<file path="config.mk">
export PLATFORM = sky130hd
export DESIGN_NAME = dco_freq_meter
export DESIGN_NICKNAME = d
export VERILOG_FILES = /design/src/rtl/dco_freq_meter.sv
export SDC_FILE = /design/constraint.sdc
export NUM_CORES = 1
export LEC_CHECK = 0
export ABC_AREA = 1
export CORE_MARGIN = 2
export CORE_UTILIZATION = 54
export CTS_BUF_LIST = sky130_fd_sc_hd__clkbuf_16
export DETAILED_ROUTE_END_ITERATION = 6
export PLACE_DENSITY = 0.77
export SYNTH_ARGS = -nofsm -noshare
export SYNTH_HDL_FRONTEND = slang
export SYNTH_SLANG_ARGS = --single-unit
</file>
<file path="constraint.sdc">
create_clock -name clk -period 2.2 [get_ports clk]
set_input_delay 0.22 -clock clk [delete_from_list [all_inputs] [get_ports clk]]
set_output_delay 0.22 -clock clk [all_outputs]
set_load 0.01 [all_outputs]
</file>
<file path="src/rtl/dco_freq_meter.sv">
`default_nettype none
// ============================================================================
// Module      : dco_freq_meter
// Description : Gated rising-edge counter measuring sig_in over gate_len clk
//               cycles, with one-shot and back-to-back continuous modes.
// Revision    : 1.0 - initial release
// ============================================================================
module dco_freq_meter #(
    parameter int CNT_W       = 16,
    parameter int GATE_W      = 16,
    parameter int SYNC_STAGES = 2
) (
    input  logic              clk,
    input  logic              reset,
    input  logic              sig_in,
    input  logic              start,
    input  logic              stop,
    input  logic              continuous,
    input  logic [GATE_W-1:0] gate_len,
    output logic              busy,
    output logic [CNT_W-1:0]  count,
    output logic              count_valid,
    output logic              overflow
);

    localparam logic [CNT_W-1:0]  C_CNT_MAX    = '1;
    localparam logic [GATE_W-1:0] C_TIMER_LAST = GATE_W'(1);

    typedef enum logic [0:0] {
        S_IDLE = 1'b0,
        S_GATE = 1'b1
    } state_t;

    state_t             r_state;
    state_t             w_state_next;

    logic [SYNC_STAGES-1:0] r_sync;
    logic               w_s_last;
    logic               r_prev;
    logic               w_edge;

    logic [GATE_W-1:0]  r_gate_len_q;
    logic [GATE_W-1:0]  r_timer;
    logic [CNT_W-1:0]   r_edge_cnt;
    logic               r_sat;
    logic [CNT_W-1:0]   r_count;
    logic               r_count_valid;
    logic               r_overflow;

    logic               w_accept;
    logic               w_abort;
    logic               w_done;
    logic               w_cnt_at_max;
    logic [CNT_W-1:0]   w_cnt_next;
    logic               w_sat_next;

    // sig_in may be asynchronous to clk; resynchronise before edge detection
    generate
        if (SYNC_STAGES == 1) begin : g_sync_single
            always_ff @(posedge clk or posedge reset) begin
                if (reset) r_sync <= '0;
                else       r_sync <= sig_in;
            end
        end else begin : g_sync_chain
            always_ff @(posedge clk or posedge reset) begin
                if (reset) r_sync <= '0;
                else       r_sync <= {r_sync[SYNC_STAGES-2:0], sig_in};
            end
        end
    endgenerate

    assign w_s_last = r_sync[SYNC_STAGES-1];
    assign w_edge   = w_s_last & ~r_prev;

    always_ff @(posedge clk or posedge reset) begin
        if (reset) r_prev <= 1'b0;
        else       r_prev <= w_s_last;
    end

    always_ff @(posedge clk or posedge reset) begin
        if (reset) r_state <= S_IDLE;
        else       r_state <= w_state_next;
    end

    always_comb begin
        w_state_next = r_state;
        w_accept     = 1'b0;
        w_abort      = 1'b0;
        w_done       = 1'b0;
        case (r_state)
            S_IDLE: begin
                if (!stop && start && (gate_len != '0)) begin
                    w_accept     = 1'b1;
                    w_state_next = S_GATE;
                end
            end
            S_GATE: begin
                if (stop) begin
                    w_abort      = 1'b1;
                    w_state_next = S_IDLE;
                end else if (r_timer == C_TIMER_LAST) begin
                    w_done = 1'b1;
                    if (!continuous) w_state_next = S_IDLE;
                end
            end
            default: w_state_next = S_IDLE;
        endcase
    end

    // Saturating count: the flag records that at least one edge was lost
    assign w_cnt_at_max = (r_edge_cnt == C_CNT_MAX);
    assign w_cnt_next   = (w_edge && !w_cnt_at_max) ? r_edge_cnt + CNT_W'(1) : r_edge_cnt;
    assign w_sat_next   = r_sat | (w_edge & w_cnt_at_max);

    always_ff @(posedge clk or posedge reset) begin
        if (reset) begin
            r_gate_len_q  <= '0;
            r_timer       <= '0;
            r_edge_cnt    <= '0;
            r_sat         <= 1'b0;
            r_count       <= '0;
            r_count_valid <= 1'b0;
            r_overflow    <= 1'b0;
        end else begin
            r_count_valid <= 1'b0;
            if (w_accept) begin
                r_gate_len_q <= gate_len;
                r_timer      <= gate_len;
                r_edge_cnt   <= '0;
                r_sat        <= 1'b0;
            end else if (w_done) begin
                // Reload unconditionally so continuous mode re-arms with no dead cycle
                r_count       <= w_cnt_next;
                r_overflow    <= w_sat_next;
                r_count_valid <= 1'b1;
                r_timer       <= r_gate_len_q;
                r_edge_cnt    <= '0;
                r_sat         <= 1'b0;
            end else if ((r_state == S_GATE) && !w_abort) begin
                r_timer    <= r_timer - GATE_W'(1);
                r_edge_cnt <= w_cnt_next;
                r_sat      <= w_sat_next;
            end
        end
    end

    assign busy        = (r_state == S_GATE);
    assign count       = r_count;
    assign count_valid = r_count_valid;
    assign overflow    = r_overflow;

endmodule
`default_nettype wire

</file>
## Word level (Yosys, flattened, before mapping)

Cells that the tools add are included.

- Reduce and logical (&&, ||, !) cells: 10
- Bitwise operators: 6
- Equality and inequality tests: 2
- Multiplexer cells: 23
- Add/subtract/negate cells: 2

Operator list:

| kind | count |
|---|---|
| two-way mux 16 bit | 7 |
| adder 16 x 1 -> 16 bit, second input constant | 1 |
| equality test 16 x 1 -> 1 bit, second input constant | 1 |
| equality test 16 bit, second input constant | 1 |
| nonzero test 16 bit | 1 |
| subtractor 16 x 1 -> 16 bit, second input constant | 1 |
| two-way mux 1 bit | 15 |
| logical AND 1 bit | 4 |
| zero test 1 bit | 3 |
| NOT 1 bit | 3 |
| nonzero test 3 bit | 1 |
| bitwise AND 1 bit | 2 |
| case mux 1 bit (2 select lines) | 1 |
| AND reduction 2 bit | 1 |
| OR 1 bit | 1 |

- Bits in registers: 71
- Word-level logic and storage cells: 53

## Longest topological paths before layout

Gate-level depths: netlist of run 1.

- Depth after elaboration: 7
- Depth in mapped cells: 11
- Gate-level depth less buffers: 11

## Worst setup path after synthesis of run 1

OpenSTA, ideal clock, no wires.

- Path type: register to register
- From: reg r_edge_cnt[0]
- To: reg r_edge_cnt[12]
- Stages on the path, launching flop included: 12
- Setup slack: 587 ps
- Period minus slack after synthesis: 1613 ps
- Arrival: 1497 ps
- Path through: dfrtp_1 -> ha_1 -> nand2_1 -> nor2_2 -> nand2_2 -> nor2_1 -> nor2_1 -> buf_6 -> o21ai_1 -> nand2_1 -> nand2_1 -> nand2_1

- Word-level cells in the longest chain between the ends: 7
- Elaborated cells on any way between the ends: 8
- Classes of those cells: add/sub: 1; eq/ne: 1; mux: 4; reduce/logical: 2

Ends and longest elaborated chain:

| item | line | source |
|---|---|---|
| from (decl) | 44 | `logic [CNT_W-1:0] r_edge_cnt;` |
| from (signal assigned) | 141 | `r_edge_cnt <= w_cnt_next;` |
| branches (longest 3 deep; another with adder 16 x 1 -> 16 bit) | -- |  |
| two-way mux 16 bit * | 112 | `assign w_cnt_next = (w_edge && !w_cnt_at_max) ? r_edge_cnt + CNT_W'(1) : r_edge_cnt;` |
| two-way mux 16 bit * | 139 | `end else if ((r_state == S_GATE) && !w_abort) begin` |
| two-way mux 16 bit * | 131 | `end else if (w_done) begin` |
| two-way mux 16 bit * | 126 | `if (w_accept) begin` |

Mark *: on every way between the ends. The select of a mux whose other input is x is not followed.
A chain may end at the register's enable or synchronous reset.

## Final worst setup path of run 1

- From: reg r_edge_cnt[0]
- To: reg r_edge_cnt[10]

Same word-level chain as after synthesis.

==> key figures, run 1 <==
STA
  • Transition time at the pin with the least slew margin: 0.6076 ns
  • Clock skew after layout: between 0.007 and 0.008 ns
  • Worst-case headroom to the max-slew limit: roughly 59%
  • Min Clock Period, post-route: ~2.0 ns
  • Fraction of the cycle the final worst path needs: between 90% and 100%
  • Min Hold Slack: between 0.15 and 0.2 ns
  • Unrepaired setup endpoints after global routing: false
  • Total setup violations reported at the end of the flow: 0
  • Max frequency: between 400 and 500 MHz
  • Final Hold Fails: 0
  • Final Max Slew Viols: 0

CTS
  • Bufs on Longest Clock Path: 2
  • Total clock sinks: 71
  • Clock Root Buffer: clkbuf_16
  • Clock-pin transition on the worst setup and hold timing paths: roughly 0.060 ns
  • Num CTS Buffers: 9
  • Post-CTS setup repair buffer count: 0
  • Number of H-tree branching levels: 3
  • TritonCTS clock tree: done
  • Clock network latency to the later pin of the worst-skew pair: 0.34 ns
  • Hold bufs inserted after CTS: 0

Routing
  • Remaining DRCs: 0
  • First-pass iteration count of the detailed router: 5
  • Drt initial violations: just over 200
  • Detail-routed via count per cell: 5.362
  • Drt wl/cell: approximately 14 um
  • Via count: 3855
  • Overall routed net length: about 10000 um
  • DRT antenna net count: 0

Global route
  • Total congestion overflow: 0
  • Antenna violations before repair: 0
  • Overall global routing resource usage: around 28%
  • Maximum number of pins on one net before global-route repair: 39
  • Vias in the first global route: 3700
  • Global-route wire length before repair: roughly 17000 um

Logic synthesis
  • Top post-synthesis cells by area: dfrtp_1 45%, nand2_1 24%, nand3_1 6.9%, nor2_1 5.1%, inv_1 4.4%
  • Synthesized netlist cell count: 565
  • Post-synth net total: 590
  • Summed instance area of the synthesized netlist: around 3900 um2
  • Post-synthesis sequential area ratio: 45.12%
  • Synthesis warning total: 0
  • Syn Area/Cell: 6.969 um2
  • Largest area contributor in the netlist: dfrtp_1
  • Total of flip-flops plus latches after synthesis: 71
  • Number of distinct library cell variants in the gate-level netlist after synthesis: 29
  • Share of the synthesized area in the top cell type: a little under half

Finish
  • ANT cells: 0
  • Area added between synthesis and finish: 22.50%
  • Final instance count without filler cells: 719
  • Number of nets in the finished design: between 600 and 700
  • Fraction of layout instances using a drive strength above 1: approximately 7.7%
  • Layout fillers: 638
  • Register area: between 1500 and 2000 um2
  • Area taken by multi-input logic gates: around 1900 um2

Critical path
  • Worst-path fanout max: 12
  • Kind of end point of the critical path: flip-flop
  • Crit path launch type: flip-flop
  • Worst endpoint data arrival time: 2.28 ns
  • Setup slack on the worst flop-to-flop path: about 0.20 ns
  • Required time at the endpoint of the critical path: around 2.5 ns
  • Critical path start-end classification: flip-flop to flip-flop

Power and ir drop
  • Maximum VDD drop: 0.5877 mV
  • Switching power share of the total: around a third
  • Logic gate share of total power: between 20% and 30%
  • Relative contribution of the clock network to total power: 35.2%
  • Internal power: just under 0.003 W
  • Final Total Pwr: between 0.004 and 0.005 W
  • Cell leakage power: approximately 2.5 nW
  • Net load switching power: around 0.0015 W
  • Portion of total power attributed to sequential cells: between 30% and 40%
  • Power per cell area: 932.5 nW/um2

Floorplan
  • I/O pin cnt: 41
  • Std-Cell Core Area: approximately 7100 um2
  • Die outline height: 89.39 um
  • Full die area: 7991 um2
  • Die width: between 80 and 90 um
  • Starting density of the core: 55.17%
  • Placement Rows: 31

Placement
  • GP Congestion: slightly above 0.9
  • Total instance count after detailed placement: 703
  • HPWL after DPL: 7451 um
  • Number of buffer cells added on primary ports: 40

Worst hold path
  • Hold Crit Class: primary input to async pin

Flow run
  • Max-cap violations: 0

Status
  • Result of the run: completed
[synth_stat cells]
library cell,number
a21oi_1,3
nand2_2,2
xnor2_1,4
nand2_1,252
nand3_2,1
a31oi_1,1
nand3b_1,1
nand4_2,1
clkbuf_1,2
nor2_2,4
nand4_1,6
or2_2,2
nor2_1,53
dfrtp_1,71
o21ai_1,4
ha_1,3
inv_2,4
nand3_1,54
o21ai_0,25
inv_1,46
o21ai_2,3
o21ai_4,1
buf_4,2
nor3_1,2
o211ai_1,3
buf_6,2
xor2_1,3
buf_2,8
o21bai_1,2
[flip-flops by register name, indices dropped and copies added (netlist names)]
name          cells
count            16
r_edge_cnt       16
r_gate_len_q     16
r_timer          16
r_sync            2
busy              1
count_valid       1
overflow          1
r_prev            1
r_sat             1
[critical path, stage by stage (launching register included)]
cell and delay [ns]:
dfrtp_1 0.42, ha_1 0.27, nand2_1 0.12, nor2_2 0.07, nand2_2 0.10, nor2_1 0.07
nor2_2 0.47, nand2_1 0.17, nand2_1 0.13, nand2_1 0.06, nand2_1 0.07
[worst paths after layout]
kind | from | endpoint | cells after the start
max | r_edge_cnt[0] | r_edge_cnt[10] | 10
min | reset | r_gate_len_q[5] | 2
min in group clk | sig_in | r_sync[0] | 1
max in group asynchronous | reset | r_timer[10] | 3
min reg2reg | r_sync[0] | r_sync[1] | 0
max reg2reg | r_edge_cnt[0] | r_edge_cnt[10] | 10
[repair_timing]
action / in CTS / in global routing
setup endpoints to repair: 8 / 1
resized for setup: 1 / 0
pin swaps: 0 / 1
[cell families (layout without fill, tap and decap cells)]
kind of cell / Yosys count / after routing / synth area share [%]
xor+xnor: 7 / 7 / 1.557
fa+ha+maj: 3 / 3 / 0.9534
flops: 71 / 71 / 45.12
simple gates: 378 / 378 / 39.18
buf+inv: 64 / 119 / 6.927
compound gates: 42 / 42 / 6.260
[power by group through the flow]
stage	sequential [W]	clock [W]	combinational, W
floorplan	0.00172	0	0.000852
global placement	0.00175	0	0.00112
finish	0.00175	0.00158	0.00116
CTS	0.00175	0.00159	0.00116
detailed placement	0.00177	0	0.00115
global route	0.00179	0.00165	0.00133
[final cells by class]
class / instances / area share (%)
Multi-Input combinational cell: 430 / 39.20
Sequential cell: 71 / 36.84
Timing Repair Buffer: 53 / 10.84
Clock buffer: 9 / 4.669
Inverter: 50 / 3.891
Tap cell: 99 / 2.568
Clock inverter: 7 / 1.997
[routing by layer]
layer	up-vias	routed length, um	part of all wire [%]	global-route usage (%)
li1	1879	-	-	-
met4	0	369	3.6	14.25
met5	-	0	0	0
met2	177	5262	52	50.77
met3	39	530	5.2	4.340
met1	1760	4022	39	32.72
[metrics by stage]
| stage | worst slack (ns) | utilization [%] | TNS, ns | area (um2) |
|---|---|---|---|---|
| after CTS | 0.1782 | 67.58 | 0 | 4823 |
| after detailed placement | -0.03270 | 63.04 | -0.07976 | 4499 |
| after floorplan | 0.1834 | - | 0 | 3938 |
| after global routing | 0.02331 | 67.58 | 0 | 4823 |
| final | 0.1989 | 67.58 | 0 | 4823 |
| after global placement | 0.08919 | 63.04 | 0 | 4499 |
[layout by cell type (no fill, tap or decap), types with 2 or more instances in the layout]
master,n
a21oi_1,3
buf_12,2
buf_4,11
bufinv_16,2
clkbuf_16,9
clkdlybuf4s50_1,40
clkinvlp_4,2
dfrtp_1,71
ha_1,3
inv_1,46
inv_2,5
nand2_1,252
nand2_2,2
nand3_1,54
nand4_1,6
nor2_1,52
nor2_2,5
nor3_1,2
o211ai_1,3
o21ai_0,25
o21ai_1,4
o21ai_2,3
o21bai_1,2
or2_2,2
xnor2_1,4
xor2_1,3
Note: power is estimated with default switching activity, not from simulation.
==> run 2, diff against run 1 <==
- CTS_BUF_LIST: sky130_fd_sc_hd__clkbuf_16 -> sky130_fd_sc_hd__clkbuf_4
==> run 2 against run 1 <==
Compared with the run above:
- combinational power is essentially flat
- sequential share of layout area is 1.2 points higher
- first-iteration DRC count fell by 3.9%
- critical path type unchanged
==> key figures, run 2 (same netlist as run 1, synthesis figures left out) <==
Critical path
  • Start of the worst register-to-register path: r_edge_cnt[0]
  • Largest stage delay, worst path: 0.43 ns (-0.04 ns)
  • Kind of end point of the critical path: flip-flop
  • Top Family by Delay on Critical Path: compound AO/OA/AOI/OAI gates
  • Crit path launch type: flip-flop
  • Cell repeated most along the worst path: nand2_1
  • Worst endpoint data arrival time: 2.34 ns (+0.06 ns)
  • Slowest cell on the critical path: dfrtp_1
  • CP startpoint: r_edge_cnt[0]
  • Worst Path Buf+Inv: 0 (unchanged)
  • Capturing point of the worst reg2reg path: r_edge_cnt[4]
  • Worst-path fanout max: 18 (+6)
  • Required time at the endpoint of the critical path: 2.53 ns (+0.05 ns)
  • Setup slack on the worst flop-to-flop path: 0.19 ns (about the same)
  • Count of cell instances traversed by the critical path: 8 (-2)
  • CP cell instances: ha_1 > nand2_1 > nor2_2 > nand2_2 > o21ai_4 > o21ai_0 > nand2_1 > nand2_1
  • CP endpoint: r_edge_cnt[4]
  • Number of cell instances on the worst register-to-register path: 8 (-2)
  • Critical path start-end classification: flip-flop to flip-flop

CTS
  • TritonCTS clock tree: done
  • Bufs on Longest Clock Path: 2 (unchanged)
  • Number of H-tree branching levels: 3 (unchanged)
  • Clock network latency to the later pin of the worst-skew pair: 0.44 ns (+0.10 ns)
  • Clock Root Buffer: clkbuf_4
  • Num CTS Buffers: 9 (unchanged)
  • Total clock sinks: 71 (unchanged)
  • Clock-pin transition on the worst setup and hold timing paths: 0.13 ns (+0.07 ns)

STA
  • Final Hold Fails: 0 (unchanged)
  • Min Clock Period, post-route: 2.012 ns (+0.01101 ns)
  • Final total negative setup slack: 0 ns (unchanged)
  • Final Max Slew Viols: 0 (unchanged)
  • Worst-case headroom to the max-slew limit: 59.29% (-0.16 points)
  • Clock skew after layout: 0.01378 ns (+0.006217 ns)
  • Fraction of the cycle the final worst path needs: 91.46% (+0.50 points)
  • Total setup violations reported at the end of the flow: 0 (unchanged)
  • Transition time at the pin with the least slew margin: 0.6099 ns (+0.002346 ns)
  • Min Hold Slack: 0.07628 ns (-0.1158 ns)
  • Max frequency: 497.0 MHz (-0.55%)
  • Unrepaired setup endpoints after global routing: false

Floorplan
  • Die width: 89.39 um (unchanged)
  • Full die area: 7991 um2 (unchanged)
  • Placement Rows: 31 (unchanged)
  • Std-Cell Core Area: 7137 um2 (unchanged)
  • Die outline height: 89.39 um (unchanged)
  • Starting density of the core: 55.17% (unchanged)
  • I/O pin cnt: 41 (unchanged)

Routing
  • Via count: 3751 (-2.7%)
  • Drt wl/cell: 13.89 um (-1.9%)
  • Detail-routed via count per cell: 5.217 (-2.7%)
  • DRT antenna net count: 0 (unchanged)
  • First-pass iteration count of the detailed router: 5 (unchanged)
  • Drt initial violations: 196 (-3.9%)
  • Overall routed net length: 9987 um (-1.9%)
  • Remaining DRCs: 0 (unchanged)

Global route
  • Highest-utilization routing layer at the global route stage: met2
  • Maximum number of pins on one net before global-route repair: 39 (unchanged)
  • Global-route wire length before repair: 16840 um (-1.5%)
  • Grt met1 use: 32.43% (-0.29 points)
  • Vias in the first global route: 3656 (-1.2%)
  • Antenna violations before repair: 0 (unchanged)
  • Met2 track utilization from global routing: 49.49% (-1.3 points)
  • Total congestion overflow: 0 (unchanged)
  • M3 GR Usage: 5.171% (+0.83 points)
  • Overall global routing resource usage: 27.82% (-0.52 points)

Finish
  • Area added between synthesis and finish: 18.59%
  • Most used cells in the layout excluding fill and tap cells: 252 x nand2_1, 71 x dfrtp_1, 54 x nand3_1, 52 x nor2_1, 45 x inv_1
  • Number of nets in the finished design: 640 (unchanged)
  • Fraction of layout instances using a drive strength above 1: 7.903% (+0.16 points)
  • ANT cells: 0 (unchanged)
  • Most frequent standard cell in the layout excluding fill and tap cells: nand2_1

Worst hold path
  • Hold Crit Class: primary input to async pin

Placement
  • HPWL after DPL: 7451 um (unchanged)
  • GP Congestion: 0.9158 (unchanged)
  • Number of buffer cells added on primary ports: 40 (unchanged)

Power and ir drop
  • Final Total Pwr: 0.003883 W (-14%)
  • Power per cell area: 831.6 nW/um2 (-11%)
  • Maximum VDD drop: 0.4371 mV (-26%)
  • Cell leakage power: 2.389 nW (-2.9%)

Status
  • Result of the run: completed

Flow run
  • Max-cap violations: 0 (unchanged)
==> run 2: changes by cell type in the layout (fill, tap and decap cells not counted) <==
cell | before | now
inv_1 | 46 | 45
clkbuf_4 | 0 | 10
clkbuf_16 | 9 | 0
==> run 2: area by class of cell <==
| class | count | area (um2) |
|---|---|---|
| Timing Repair Buffer | 53 | 523.0 |
| Clock inverter | 6 | 92.59 |
| Fill cell | 663 | 2467 |
| Multi-Input combinational cell | 430 | 1891 |
| Clock buffer | 10 | 75.07 |
| Inverter | 50 | 187.7 |
| Sequential cell | 71 | 1777 |
| Tap cell | 99 | 123.9 |
==> run 2: routing by layer <==
metal  wire length (um)  share of wire (%)  vias to the layer above
met1               4026                 40                     1728
met2               5171                 52                      122
met3                451                4.5                       27
li1                   -                  -                     1874
met4                338                3.4                        0
met5                  0                  0                        -
==> run 2: repair_timing <==
action                     4_1_cts  5_1_grt
gates resized for setup          1        0
setup buffers                    0        0
pin swaps                        0        1
setup endpoints to repair        9        1
hold buffers                     0        0
==> run 2: where the power goes <==
part           total [W]  internal, W  leakage, nW  switching (W)
clock           0.000984     0.000479       0.0832       0.000505
sequential       0.00175      0.00154        0.932       0.000204
combinational    0.00115     0.000429         1.37       0.000724
total            0.00388      0.00245         2.39        0.00143
==> run 2: how the worst min path moves through the flow <==
| stage | from | to | slack, ns |
|---|---|---|---|
| floorplan | sig_in | r_sync[0] | 0.25 |
| global placement | r_sync[0] | r_sync[1] | 0.33 |
| detailed placement | r_sync[0] | r_sync[1] | 0.34 |
| CTS | reset | r_gate_len_q[5] | 0.07 |
| global route | reset | r_gate_len_q[2] | 0.11 |
| finish | reset | r_gate_len_q[5] | 0.08 |
==> run 2: worst register-to-register path: cells and delay by family (launching register included) <==
kind / cells / cell delay (ns)
flops: 1 / 0.43
fa+ha+maj: 1 / 0.25
simple gates: 5 / 0.55
compound gates: 2 / 0.67
==> run 2: through the flow <==
| step | util (%) | cells | instance area [um2] | worst slack, ns |
|---|---|---|---|---|
| detailed placement | 63.04 | 703 | 4499 | -0.03270 |
| CTS | 65.43 | 719 | 4669 | 0.1781 |
| global placement | 63.04 | 703 | 4499 | 0.08919 |
| global route | 65.43 | 719 | 4669 | 0.02012 |
| finish | 65.43 | 719 | 4669 | 0.1879 |
| floorplan | - | 565 | 3938 | 0.1834 |
==> run 3, diff against run 2 <==
- SLEW_MARGIN: not set -> 0
==> results of run 3 <==
No change in the layout: final DEF, timing and power equal those of run 2.
